**src/rtl/fft_pkg.sv**
```systemverilog
// -----------------------------------------------------------------------------
// fft_pkg -- shared types and complex-arithmetic helpers for FFT stages.
//
// Contents:
//   state_t     : stage FSM states (FILL, BFLY, DRAIN)
//   wide_t      : signed working word, wide enough for any stage intermediate
//   cplx_t      : packed complex {im, re} of wide_t
//   outWidth    : output component width; depends on macro R2SDF_SCALE_EN
//   sext/cSext  : sign-extend a value held in the low w bits to the full word
//   cAdd/cSub   : complex add / subtract on full words
//   cRound      : per component (x + 1) >>> 1 (halve, round half up)
//   cFits       : true when both components are representable in w bits
// Stage data widths must stay at least 2 bits below MaxW.
// -----------------------------------------------------------------------------
package fft_pkg;

  typedef enum logic [1:0] {
    FILL  = 2'd0,
    BFLY  = 2'd1,
    DRAIN = 2'd2
  } state_t;

  localparam int MaxW = 32;

  typedef logic signed [MaxW-1:0] wide_t;

  typedef struct packed {
    wide_t im;
    wide_t re;
  } cplx_t;

  // With scaling the extra butterfly bit is rounded away again.
  function automatic int outWidth(input int dataWidth);
`ifdef R2SDF_SCALE_EN
    return dataWidth;
`else
    return dataWidth + 1;
`endif
  endfunction

  function automatic wide_t sext(input wide_t x, input int w);
    return (x <<< (MaxW - w)) >>> (MaxW - w);
  endfunction

  function automatic cplx_t cSext(input cplx_t c, input int w);
    cplx_t r;
    r.re = sext(c.re, w);
    r.im = sext(c.im, w);
    return r;
  endfunction

  function automatic cplx_t cAdd(input cplx_t a, input cplx_t b);
    cplx_t r;
    r.re = a.re + b.re;
    r.im = a.im + b.im;
    return r;
  endfunction

  function automatic cplx_t cSub(input cplx_t a, input cplx_t b);
    cplx_t r;
    r.re = a.re - b.re;
    r.im = a.im - b.im;
    return r;
  endfunction

  function automatic cplx_t cRound(input cplx_t c);
    cplx_t r;
    r.re = (c.re + wide_t'(1)) >>> 1;
    r.im = (c.im + wide_t'(1)) >>> 1;
    return r;
  endfunction

  function automatic logic cFits(input cplx_t c, input int w);
    return cSext(c, w) == c;
  endfunction

endpackage

```
**src/rtl/r2sdf_stage_if.sv**
```systemverilog
// -----------------------------------------------------------------------------
// r2sdf_stage_if -- streaming bus of one radix-2 SDF stage.
//
//   en         : global clock enable
//   valid_in   : input sample valid
//   data_in    : complex input {im, re}, DATA_WIDTH bits each
//   flush_in   : drain request (honoured only at a frame boundary)
//   valid_out  : output valid, one cycle per emitted value
//   data_out   : complex output {im, re}, OUT_WIDTH bits each
//   busy_out   : drain in progress
// Modports: master drives the stage, slave is the stage itself.
// OUT_WIDTH follows macro R2SDF_SCALE_EN through fft_pkg::outWidth.
// -----------------------------------------------------------------------------
interface r2sdf_stage_if import fft_pkg::*; #(
  parameter int DATA_WIDTH = 16
) ();

  localparam int OUT_WIDTH = outWidth(DATA_WIDTH);

  logic                    en;
  logic                    valid_in;
  logic [2*DATA_WIDTH-1:0] data_in;
  logic                    flush_in;
  logic                    valid_out;
  logic [2*OUT_WIDTH-1:0]  data_out;
  logic                    busy_out;

  modport master (
    output en, valid_in, data_in, flush_in,
    input  valid_out, data_out, busy_out
  );

  modport slave (
    input  en, valid_in, data_in, flush_in,
    output valid_out, data_out, busy_out
  );

endinterface

```
**src/rtl/r2sdf_delay_line.sv**
```systemverilog
// -----------------------------------------------------------------------------
// r2sdf_delay_line -- DELAY-deep circular buffer for the SDF feedback path.
//
//   clk, rst : clock, synchronous active-high reset (pointer only)
//   adv      : write wrData at the pointer and step the pointer
//   wrData   : word to store
//   rdData   : word at the pointer, i.e. the one written DELAY advances ago
// One pointer serves both read and write, so the head is always the oldest
// entry and no separate occupancy tracking is needed.
// -----------------------------------------------------------------------------
module r2sdf_delay_line #(
  parameter int WIDTH = 34,
  parameter int DELAY = 4
) (
  input  logic             clk,
  input  logic             rst,
  input  logic             adv,
  input  logic [WIDTH-1:0] wrData,
  output logic [WIDTH-1:0] rdData
);

  localparam int PtrW = (DELAY > 1) ? $clog2(DELAY) : 1;
  localparam logic [PtrW-1:0] PtrLast = PtrW'(DELAY - 1);

  logic [WIDTH-1:0] mem [DELAY];
  logic [PtrW-1:0]  ptr;

  assign rdData = mem[ptr];

  always_ff @(posedge clk) begin
    if (rst) begin
      ptr <= '0;
    end else if (adv) begin
      ptr <= (ptr == PtrLast) ? '0 : ptr + 1'b1;
    end
  end

  // NOTE: storage has no reset; nothing is read before it has been written,
  // and leaving it unreset lets the buffer map onto plain RAM/SRL cells.
  always_ff @(posedge clk) begin
    if (adv) begin
      mem[ptr] <= wrData;
    end
  end

endmodule

```
**src/rtl/r2sdf_stage.sv**
```systemverilog
// -----------------------------------------------------------------------------
// r2sdf_stage -- one radix-2 single-path delay-feedback FFT stage.
//
//   clk  : clock
//   rst  : synchronous, active-high reset
//   bus  : r2sdf_stage_if.slave (en, valid_in, data_in, flush_in,
//          valid_out, data_out, busy_out)
// Parameters: DATA_WIDTH (input component width), DELAY (power of two, >= 1).
// A frame is 2*DELAY samples. The first half is parked in the delay line;
// during the second half each head a pairs with input b: a+b goes out, a-b
// goes back into the line and is emitted while the next frame fills, or on a
// flush-triggered DRAIN.
// Option macro R2SDF_SCALE_EN: outputs are halved with round-half-up and keep
// DATA_WIDTH bits; otherwise outputs are full precision (DATA_WIDTH+1 bits).
// -----------------------------------------------------------------------------
module r2sdf_stage import fft_pkg::*; #(
  parameter int DATA_WIDTH = 16,
  parameter int DELAY      = 4
) (
  input  logic           clk,
  input  logic           rst,
  r2sdf_stage_if.slave   bus
);

  localparam int LineW = DATA_WIDTH + 1;
  localparam int OutW  = outWidth(DATA_WIDTH);
  localparam int CntW  = $clog2(2 * DELAY);
  localparam logic [CntW-1:0] LastFill = CntW'(DELAY - 1);
  localparam logic [CntW-1:0] LastBfly = CntW'(2 * DELAY - 1);

  state_t          state, stateNext;
  logic [CntW-1:0] cnt, cntNext;
  logic            pend, pendNext;

  cplx_t inExt, head, lineWr, emitVal, outVal;
  logic  lineAdv, emit;
  logic [2*LineW-1:0] lineRd, lineWrPacked;

  // Input and delay-line words widened to the working word.
  always_comb begin
    inExt.re = sext(wide_t'(bus.data_in[DATA_WIDTH-1:0]), DATA_WIDTH);
    inExt.im = sext(wide_t'(bus.data_in[2*DATA_WIDTH-1:DATA_WIDTH]), DATA_WIDTH);
    head.re  = sext(wide_t'(lineRd[LineW-1:0]), LineW);
    head.im  = sext(wide_t'(lineRd[2*LineW-1:LineW]), LineW);
  end

  assign lineWrPacked = {lineWr.im[LineW-1:0], lineWr.re[LineW-1:0]};

  r2sdf_delay_line #(
    .WIDTH (2 * LineW),
    .DELAY (DELAY)
  ) u_line (
    .clk    (clk),
    .rst    (rst),
    .adv    (lineAdv),
    .wrData (lineWrPacked),
    .rdData (lineRd)
  );

  // NOTE: sequential state uses non-blocking assignments so every register
  // samples pre-edge values regardless of statement order.
  always_ff @(posedge clk) begin
    if (rst) begin
      state <= FILL;
      cnt   <= '0;
      pend  <= 1'b0;
    end else begin
      state <= stateNext;
      cnt   <= cntNext;
      pend  <= pendNext;
    end
  end

  // In DRAIN, cnt doubles as the drain step counter; it is back at 0 on exit.
  // NOTE: every output of this block gets a default first, so no path can
  // leave one unassigned and infer a latch.
  always_comb begin
    stateNext = state;
    cntNext   = cnt;
    pendNext  = pend;
    lineAdv   = 1'b0;
    lineWr    = inExt;
    emit      = 1'b0;
    emitVal   = '0;
    if (bus.en) begin
      unique case (state)
        FILL: begin
          // A flush only means something at a frame boundary with differences
          // pending; it also wins over a simultaneous sample.
          if (bus.flush_in && cnt == '0 && pend) begin
            stateNext = DRAIN;
          end else if (bus.valid_in) begin
            lineAdv = 1'b1;
            if (pend) begin
              emit    = 1'b1;
              emitVal = head;
            end
            cntNext = cnt + 1'b1;
            if (cnt == LastFill) begin
              stateNext = BFLY;
              pendNext  = 1'b0;
            end
          end
        end
        BFLY: begin
          if (bus.valid_in) begin
            lineAdv = 1'b1;
            lineWr  = cSub(head, inExt);
            emit    = 1'b1;
            emitVal = cAdd(head, inExt);
            cntNext = cnt + 1'b1;
            if (cnt == LastBfly) begin
              stateNext = FILL;
              pendNext  = 1'b1;
            end
          end
        end
        DRAIN: begin
          // Rewrite the head unchanged so the pointer keeps its frame alignment.
          lineAdv = 1'b1;
          lineWr  = head;
          emit    = 1'b1;
          emitVal = head;
          if (cnt == LastFill) begin
            stateNext = FILL;
            cntNext   = '0;
            pendNext  = 1'b0;
          end else begin
            cntNext = cnt + 1'b1;
          end
        end
        default: stateNext = FILL;
      endcase
    end
  end

`ifdef R2SDF_SCALE_EN
  assign outVal = cRound(emitVal);
`else
  assign outVal = emitVal;
`endif

  assign bus.busy_out = (state == DRAIN);

  // data_out only changes when a value is emitted; otherwise it holds.
  always_ff @(posedge clk) begin
    if (rst) begin
      bus.valid_out <= 1'b0;
      bus.data_out  <= '0;
    end else if (bus.en) begin
      bus.valid_out <= emit;
      if (emit) begin
        bus.data_out <= {outVal.im[OutW-1:0], outVal.re[OutW-1:0]};
      end
    end
  end

  // Truncation to the line and output widths must never drop significant bits.
  always_ff @(posedge clk) begin
    if (!rst && bus.en) begin
      assert (cFits(lineWr, LineW) && cFits(outVal, OutW));
    end
  end

endmodule
```
**src/flat_wrapper.sv**
```systemverilog
// flat-port wrapper written by rule: the top's interface ports become plain ports
module r2sdf_stage_flat import fft_pkg::*;
#(
  parameter int DATA_WIDTH = 16,
  parameter int DELAY      = 4
)
  (clk, rst, bus_en, bus_valid_in, bus_data_in, bus_flush_in, bus_valid_out, bus_data_out, bus_busy_out);
  r2sdf_stage_if #(.DATA_WIDTH(DATA_WIDTH)) bus_i ();
  input  logic clk;
  input  logic rst;
  input wire logic [$bits(bus_i.en)-1:0] bus_en;
  input wire logic [$bits(bus_i.valid_in)-1:0] bus_valid_in;
  input wire logic [$bits(bus_i.data_in)-1:0] bus_data_in;
  input wire logic [$bits(bus_i.flush_in)-1:0] bus_flush_in;
  output wire logic [$bits(bus_i.valid_out)-1:0] bus_valid_out;
  output wire logic [$bits(bus_i.data_out)-1:0] bus_data_out;
  output wire logic [$bits(bus_i.busy_out)-1:0] bus_busy_out;
  assign bus_i.en = bus_en;
  assign bus_i.valid_in = bus_valid_in;
  assign bus_i.data_in = bus_data_in;
  assign bus_i.flush_in = bus_flush_in;
  assign bus_valid_out = bus_i.valid_out;
  assign bus_data_out = bus_i.data_out;
  assign bus_busy_out = bus_i.busy_out;
  r2sdf_stage #(.DATA_WIDTH(DATA_WIDTH), .DELAY(DELAY)) u_core (.clk(clk), .rst(rst), .bus(bus_i));
endmodule
```
**config.mk**
```make
export PLATFORM = sky130hd
export DESIGN_NAME = r2sdf_stage_flat
export DESIGN_NICKNAME = d
export VERILOG_FILES = /design/src/rtl/fft_pkg.sv /design/src/rtl/r2sdf_stage_if.sv /design/src/rtl/r2sdf_delay_line.sv /design/src/rtl/r2sdf_stage.sv /design/src/flat_wrapper.sv
export SDC_FILE = /design/constraint.sdc
export NUM_CORES = 1
export LEC_CHECK = 0
export ABC_AREA = 1
export CAP_MARGIN = 10
export CELL_PAD_IN_SITES_DETAIL_PLACEMENT = 1
export CELL_PAD_IN_SITES_GLOBAL_PLACEMENT = 2
export CORE_MARGIN = 2
export CORE_UTILIZATION = 32
export DETAILED_ROUTE_END_ITERATION = 8
export PLACE_DENSITY_LB_ADDON = 0.15
export SYNTH_ARGS = -nofsm -noshare
export SYNTH_HDL_FRONTEND = slang
export SYNTH_SLANG_ARGS = --single-unit
```
**constraint.sdc**
```tcl
create_clock -name clk -period 3.4 [get_ports clk]
set_input_delay 0.68 -clock clk [delete_from_list [all_inputs] [get_ports clk]]
set_output_delay 0.68 -clock clk [all_outputs]
set_load 0.1 [all_outputs]
```
==> Yosys cells after proc, flatten, opt, wreduce, memory -nomap -nowiden <==
Memories as Yosys holds them, arrays and structs flattened. A register that Yosys moved wholly into a read port is not among the register bits.
Cells that the tools add are included.
{ "totals": {"ff_bits": 43, "ramBits": 136, "input_bits": 37, "word_cells": 73, "n_memories": 1} }
{ "memory_table": {"columns": ["name", "words", "width", "read_ports", "rd_clocked_by_memory_dff", "wr", "line_no", "source"], "rows": [
  ["u_core.u_line.mem", 4, 34, 1, 1, 1, "r2sdf_delay_line.sv:25", "logic [WIDTH-1:0] mem [DELAY];"]
]} }
{ "op_classes": {"n_addsub": 6, "n_eq_ne": 12, "muxes": 39, "reduce_logical": 9} }
{ "op_table": {"columns": ["op", "n"], "rows": [
  ["2-to-1 mux 49 bit", 6],
  ["one-hot mux 49 bit (3 select lines)", 1],
  ["one-hot mux 49 bit (2 select lines)", 1],
  ["adder 17 x 16 -> 18 bit", 1],
  ["2-to-1 mux 2 bit", 9],
  ["subtractor 17 x 16 -> 18 bit", 1],
  ["adder 17 x 16 -> 17 bit", 1],
  ["subtractor 17 x 16 -> 17 bit", 1],
  ["2-to-1 mux 1 bit", 14],
  ["AND reduction 6 bit", 2],
  ["2-to-1 mux 3 bit", 3],
  ["one-hot mux 1 bit (3 select lines)", 3],
  ["one-hot mux 3 bit (3 select lines)", 1],
  ["!= test 2 bit (second input constant)", 3],
  ["one-hot mux 2 bit (3 select lines)", 1],
  ["== test 2 bit (second input constant)", 2],
  ["!= test 2 x 1 -> 1 bit (second input constant)", 2],
  ["adder 3 x 1 -> 3 bit (second input constant)", 1],
  ["== test 3 x 2 -> 1 bit (second input constant)", 1],
  ["== test 3 bit (second input constant)", 1],
  ["zero test 3 bit", 1],
  ["!= test 3 x 1 -> 1 bit (second input constant)", 1],
  ["!= test 3 x 2 -> 1 bit (second input constant)", 1],
  ["AND reduction 3 bit", 1],
  ["6 further kinds", 7]
]} }

==> Longest topological paths before layout <==
{ "logic_depth": {"word_depth": 8, "depth_mapped": 22, "mapped_depth_nobuf": 19} }

==> Cells and area by module <==
Synthesis repeated with hierarchy kept, for this count alone.
{ "hier_totals": {"hier_cells": 1760, "area_unflattened_um2": 12567.1} }
{ "by_module_without_submodules": {"columns": ["mod", "n_inst", "cells_per_inst", "area_per_inst_um2", "seq_area_each_um2"], "rows": [
  ["r2sdf_stage", 1, 1199, 6641.4, 820.8],
  ["r2sdf_delay_line", 1, 561, 5925.7, 4164.0]
]} }

==> Least setup slack after synthesis <==
Ideal clock, no wire load.
{ "synth_timing": {"kind": "register to register", "startpoint": "register u_core.state[0]", "endpoint": "memory u_core.u_line.mem[0][0], enable pin", "setup_ns": 0.425, "arrival_time_ns": 3.455, "required_ns": 2.975, "path_slack_ns": -0.480, "stages_incl_launch_ff": 9, "path_cell_list": "dfxtp_1 > inv_1 > ha_1 > clkbuf_2 > inv_1 > buf_2 > o211ai_1 > nand2_1 > nor2_1"} }
{ "synth_via": {"elab_chain_len": 5, "elab_cells_between_ends": 7, "cone_classes": "eq/ne: 2; mux: 4; reduce/logical: 1"} }
{ "synth_rtl": {"columns": ["item", "line_no", "source"], "rows": [
  ["start: declaration", "r2sdf_stage.sv:31", "state_t state, stateNext;"],
  ["start signal: assignment", "r2sdf_stage.sv:68", "state <= stateNext;"],
  ["== test 2 bit", null, null],
  ["net bus_busy_out", "flat_wrapper.sv:17", "output wire logic [$bits(bus_i.busy_out)-1:0] bus_busy_out;"],
  ["one-hot mux 1 bit (3 select lines)", "r2sdf_stage.sv:86", "unique case (state)"],
  ["2-to-1 mux 1 bit", "r2sdf_stage.sv:85", "if (bus.en) begin"],
  ["2-to-1 mux 1 bit", "r2sdf_delay_line.sv:41", "if (adv) begin"],
  ["2-to-1 mux 1 bit (implied by the code)", "r2sdf_delay_line.sv:42", "mem[ptr] <= wrData;"],
  ["end: declaration", "r2sdf_delay_line.sv:25", null]
]} }
The timed path passes the listed nets, and every way through them passes these cells.

==> results.sh <==
export IMPL_total_power_mw=6.40
export IMPL_synth_seq_area_share=0.408
export IMPL_cts_max_level=4
export IMPL_numCtsBuffers=17
export IMPL_crit_type="flip-flop to flip-flop"
export IMPL_slew_limit_headroom=0.495
export IMPL_critical_path_top_delay_family="simple AND/OR/NAND/NOR gates"
export IMPL_crit_path_max_incr_delay_ps=410
export IMPL_seqPwrFrac=0.384
export IMPL_synthFlopType="edfxtp_1"
export IMPL_crit_buf_inv=3
export IMPL_power_switching_mw=2.27
export IMPL_portBuffers=72
export IMPL_tightest_slew_ps=756
export IMPL_synth_top_area_share=0.334
export IMPL_p_clk_frac=0.319
export IMPL_route_detailed_drc=0
export IMPL_report_final_hold_viol_count=0
export IMPL_postCtsSetupBuffers=0
export IMPL_synth_seq_cells=181
export IMPL_worstPathRequired_ps=3660
export IMPL_grt_pass1_vias=11200
export IMPL_syn_cell_area_sq_mm=0.0122
export IMPL_yosys_warnings=0
export IMPL_insertion_delay_ps=460
export IMPL_yosys_cell_count_top_type="nand2_1"
export IMPL_netlist_cell_type_count=52
export IMPL_synthArstFlopShare=0
export IMPL_n_antenna_cell=0
export IMPL_reg2regPathDepth=16
export IMPL_cp_common_cell="nand2_1"
export IMPL_post_route_period_util=0.910
export IMPL_p_comb_frac=0.297
export IMPL_startpoint_type="flip-flop"
export IMPL_grt_util_all_layers=0.224
export IMPL_grt_setup_unrepaired="false"
export IMPL_cp_arrival_ps=3350
export IMPL_intPower_mw=4.14
export IMPL_holdCritStartpoint="u_core.bus.valid_out"
export IMPL_timing_hold_ws_ps=469
export IMPL_cts_path_max_buffers=2
export IMPL_postLayoutCellArea_sq_mm=0.0142
export IMPL_reg2reg_slack_ps=310
export IMPL_period_minus_slack_ps=3090
export IMPL_synthCells=1605
export IMPL_root_buffer="clkbuf_16"
export IMPL_crit_slowest_cell="dfxtp_4"
export IMPL_viasPerCell=5.04
export IMPL_ioPinCount=73
export IMPL_wire_per_inst_microns=19.6
export IMPL_grt_pass1_wl_mm=66.4
export IMPL_cp_cell_sequence="inv_4 -> buf_4 -> nand2_1 -> nand3_1 -> nand2_1 -> ha_1 -> fa_1 -> inv_1 -> nand2_1 -> nand2_1 -> nand2_1 -> o21bai_2 -> nand3_1 -> nand3_1 -> nand3_1 -> a21oi_1"
export IMPL_synth_common_cells="nand2_1, inv_1, nand3_1, a21oi_1, edfxtp_1"
export IMPL_clock_fmax_ghz=0.323
export IMPL_area_delta_synth_final_pct=16.3
export IMPL_fin_setup_tns_ps=0
export IMPL_min_path_type="flip-flop to flip-flop"
export IMPL_die_h_microns=199
export IMPL_fill_cells=4672
export IMPL_drv_slew=0
export IMPL_rows=71
export IMPL_postSynthAreaPerCell_sq_um=7.62
export IMPL_power_density_mw_per_mm2=451
export IMPL_drt_total_wl_mm=43.2
export IMPL_drtIter0Drc=703
export IMPL_tritoncts_num_sinks=181
export IMPL_drive_above_1_share=0.102
export IMPL_grt_max_degree=37
export IMPL_initial_core_util=0.325
export IMPL_dpl_cell_area_sq_mm=0.0136
export IMPL_dieArea_sq_mm=0.0398
export IMPL_cap_violations=0
export IMPL_grt_overflow=0
export IMPL_status="complete, no violations"
export IMPL_fin_nets=1803
export IMPL_synth_area_top_cells="edfxtp_1, nand2_1, ha_1, dfxtp_1, nand3_1"
export IMPL_hpwl_mm=32.4
export IMPL_crit_fanout=15
export IMPL_die_x_microns=199
export IMPL_finalSetupViolCount=0
export IMPL_ir_drop_mv=0.316
export IMPL_synth_top_area_cell="edfxtp_1"
export IMPL_cts_reportedPaths_clkPinSlew_ps=70
export IMPL_syn_nets=1723
export IMPL_min_to="u_core.bus.valid_out"
export IMPL_synth_edf_count=136
export IMPL_vias=11100
export IMPL_holdPathStages=2
export IMPL_cts_hold_buf=0
export IMPL_core_area_sq_mm=0.0377
export IMPL_clock_skew_ps=13.1
export IMPL_antenna_found_initial=0
export IMPL_leakagePower_nw=6.43
export IMPL_reg2reg_to="u_core.u_line.mem[3][14]"
export IMPL_firstDrtPassIters=5
export IMPL_swShare=0.354
export IMPL_cts_tree="built"
export IMPL_antenna_left=0
export IMPL_place_gp_congestion=0.884
export IMPL_endpoint_kind="flip-flop"
-- tightest hold or removal path, cell delays in order (launching register included) --
cell	delay, ps
dfxtp_1	310
nand2_1	60
a21oi_1	50
-- timing repair --
action                                  4_1_cts  5_1_grt
gates resized for setup                       0        2
endpoints found under the setup margin        0       24
hold endpoints to repair                      0        0
-- cells by family (layout without fill, tap and decap cells) --
logic type,count (synthesis),count (layout),share of synthesized area
AND/OR/NAND/NOR,739,739,0.252
AO/OA/AOI/OAI,313,313,0.149
buffers and inverters,290,383,0.105
flip-flops,181,181,0.408
adder cells (fa/ha/maj),81,81,0.0854
XOR/XNOR,1,1,0.000717
-- cells in the final DEF (no fill, tap or decap), drive strengths merged, types with 3 or more instances in the layout --
master         instances
nand4                 14
edfxtp               136
a211oi                 4
inv                  219
a21oi                147
o21bai                14
ha                    77
clkinv                 7
a22oi                 10
nor3                  10
a31oi                  8
clkbuf                20
nand3                157
buf                   99
dfxtp                 45
o21ai                 98
o221ai                15
nand3b                 3
nor2                 136
o22ai                 10
nand2                414
fa                     4
and2                   3
clkdlybuf4s50         36
-- power by group through the flow --
stage,registers [mW],logic [mW],clock network [mW]
6_report,2.46,1.90,2.04
5_1_grt,2.47,2.13,2.18
4_1_cts,2.46,1.90,2.09
3_5_place_dp,2.51,1.89,0
3_3_place_gp,2.51,1.87,0
2_1_floorplan,2.54,1.26,0
-- per-layer routing --
metal / vias to the layer above / share of wire / global-route usage
met1: 5464 / 0.50 / 0.317
li1: 5493 / - / -
met3: 22 / 0.030 / 0.0273
met4: 0 / 0.0070 / 0.0370
met2: 153 / 0.47 / 0.370
met5: - / 0 / 0
-- stage by stage --
stage | utilization | std cells | setup slack (ps)
after floorplan | - | 1605 | -480
after global placement | 0.362 | 2177 | 114
after detailed placement | 0.362 | 2177 | 67.5
after CTS | 0.377 | 2209 | 241
after global routing | 0.377 | 2209 | 67.3
final | 0.377 | 2209 | 307
-- state kept, by name, summed over array words and instances, names as in the netlist, named ones only --
name / flops
u_core.bus.data_out: 34
u_core.bus.valid_out: 1
u_core.cnt: 3
u_core.pend: 1
u_core.state: 2
u_core.u_line.mem: 136
u_core.u_line.ptr: 2
-- worst max-delay path by stage --
stage	end	cells after the start
6_report	u_core.u_line.mem[3][14]	16
5_1_grt	u_core.u_line.mem[3][14]	16
4_1_cts	u_core.u_line.mem[3][6]	16
3_5_place_dp	u_core.u_line.mem[0][31]	12
3_3_place_gp	u_core.u_line.mem[0][31]	12
2_1_floorplan	u_core.u_line.mem[0][0]	8
-- layout make-up --
type / count / area, sq um / share of cell area
clock buffers: 20 / 437 / 0.0307
flip-flops and latches: 181 / 4990 / 0.351
inverters: 216 / 813 / 0.0572
clock inverters: 12 / 145 / 0.0102
multi-input cells: 1134 / 5980 / 0.421
repair buffers: 135 / 1200 / 0.0847
well taps: 511 / 639 / 0.0450
Power figures use the tool's default switching activity.
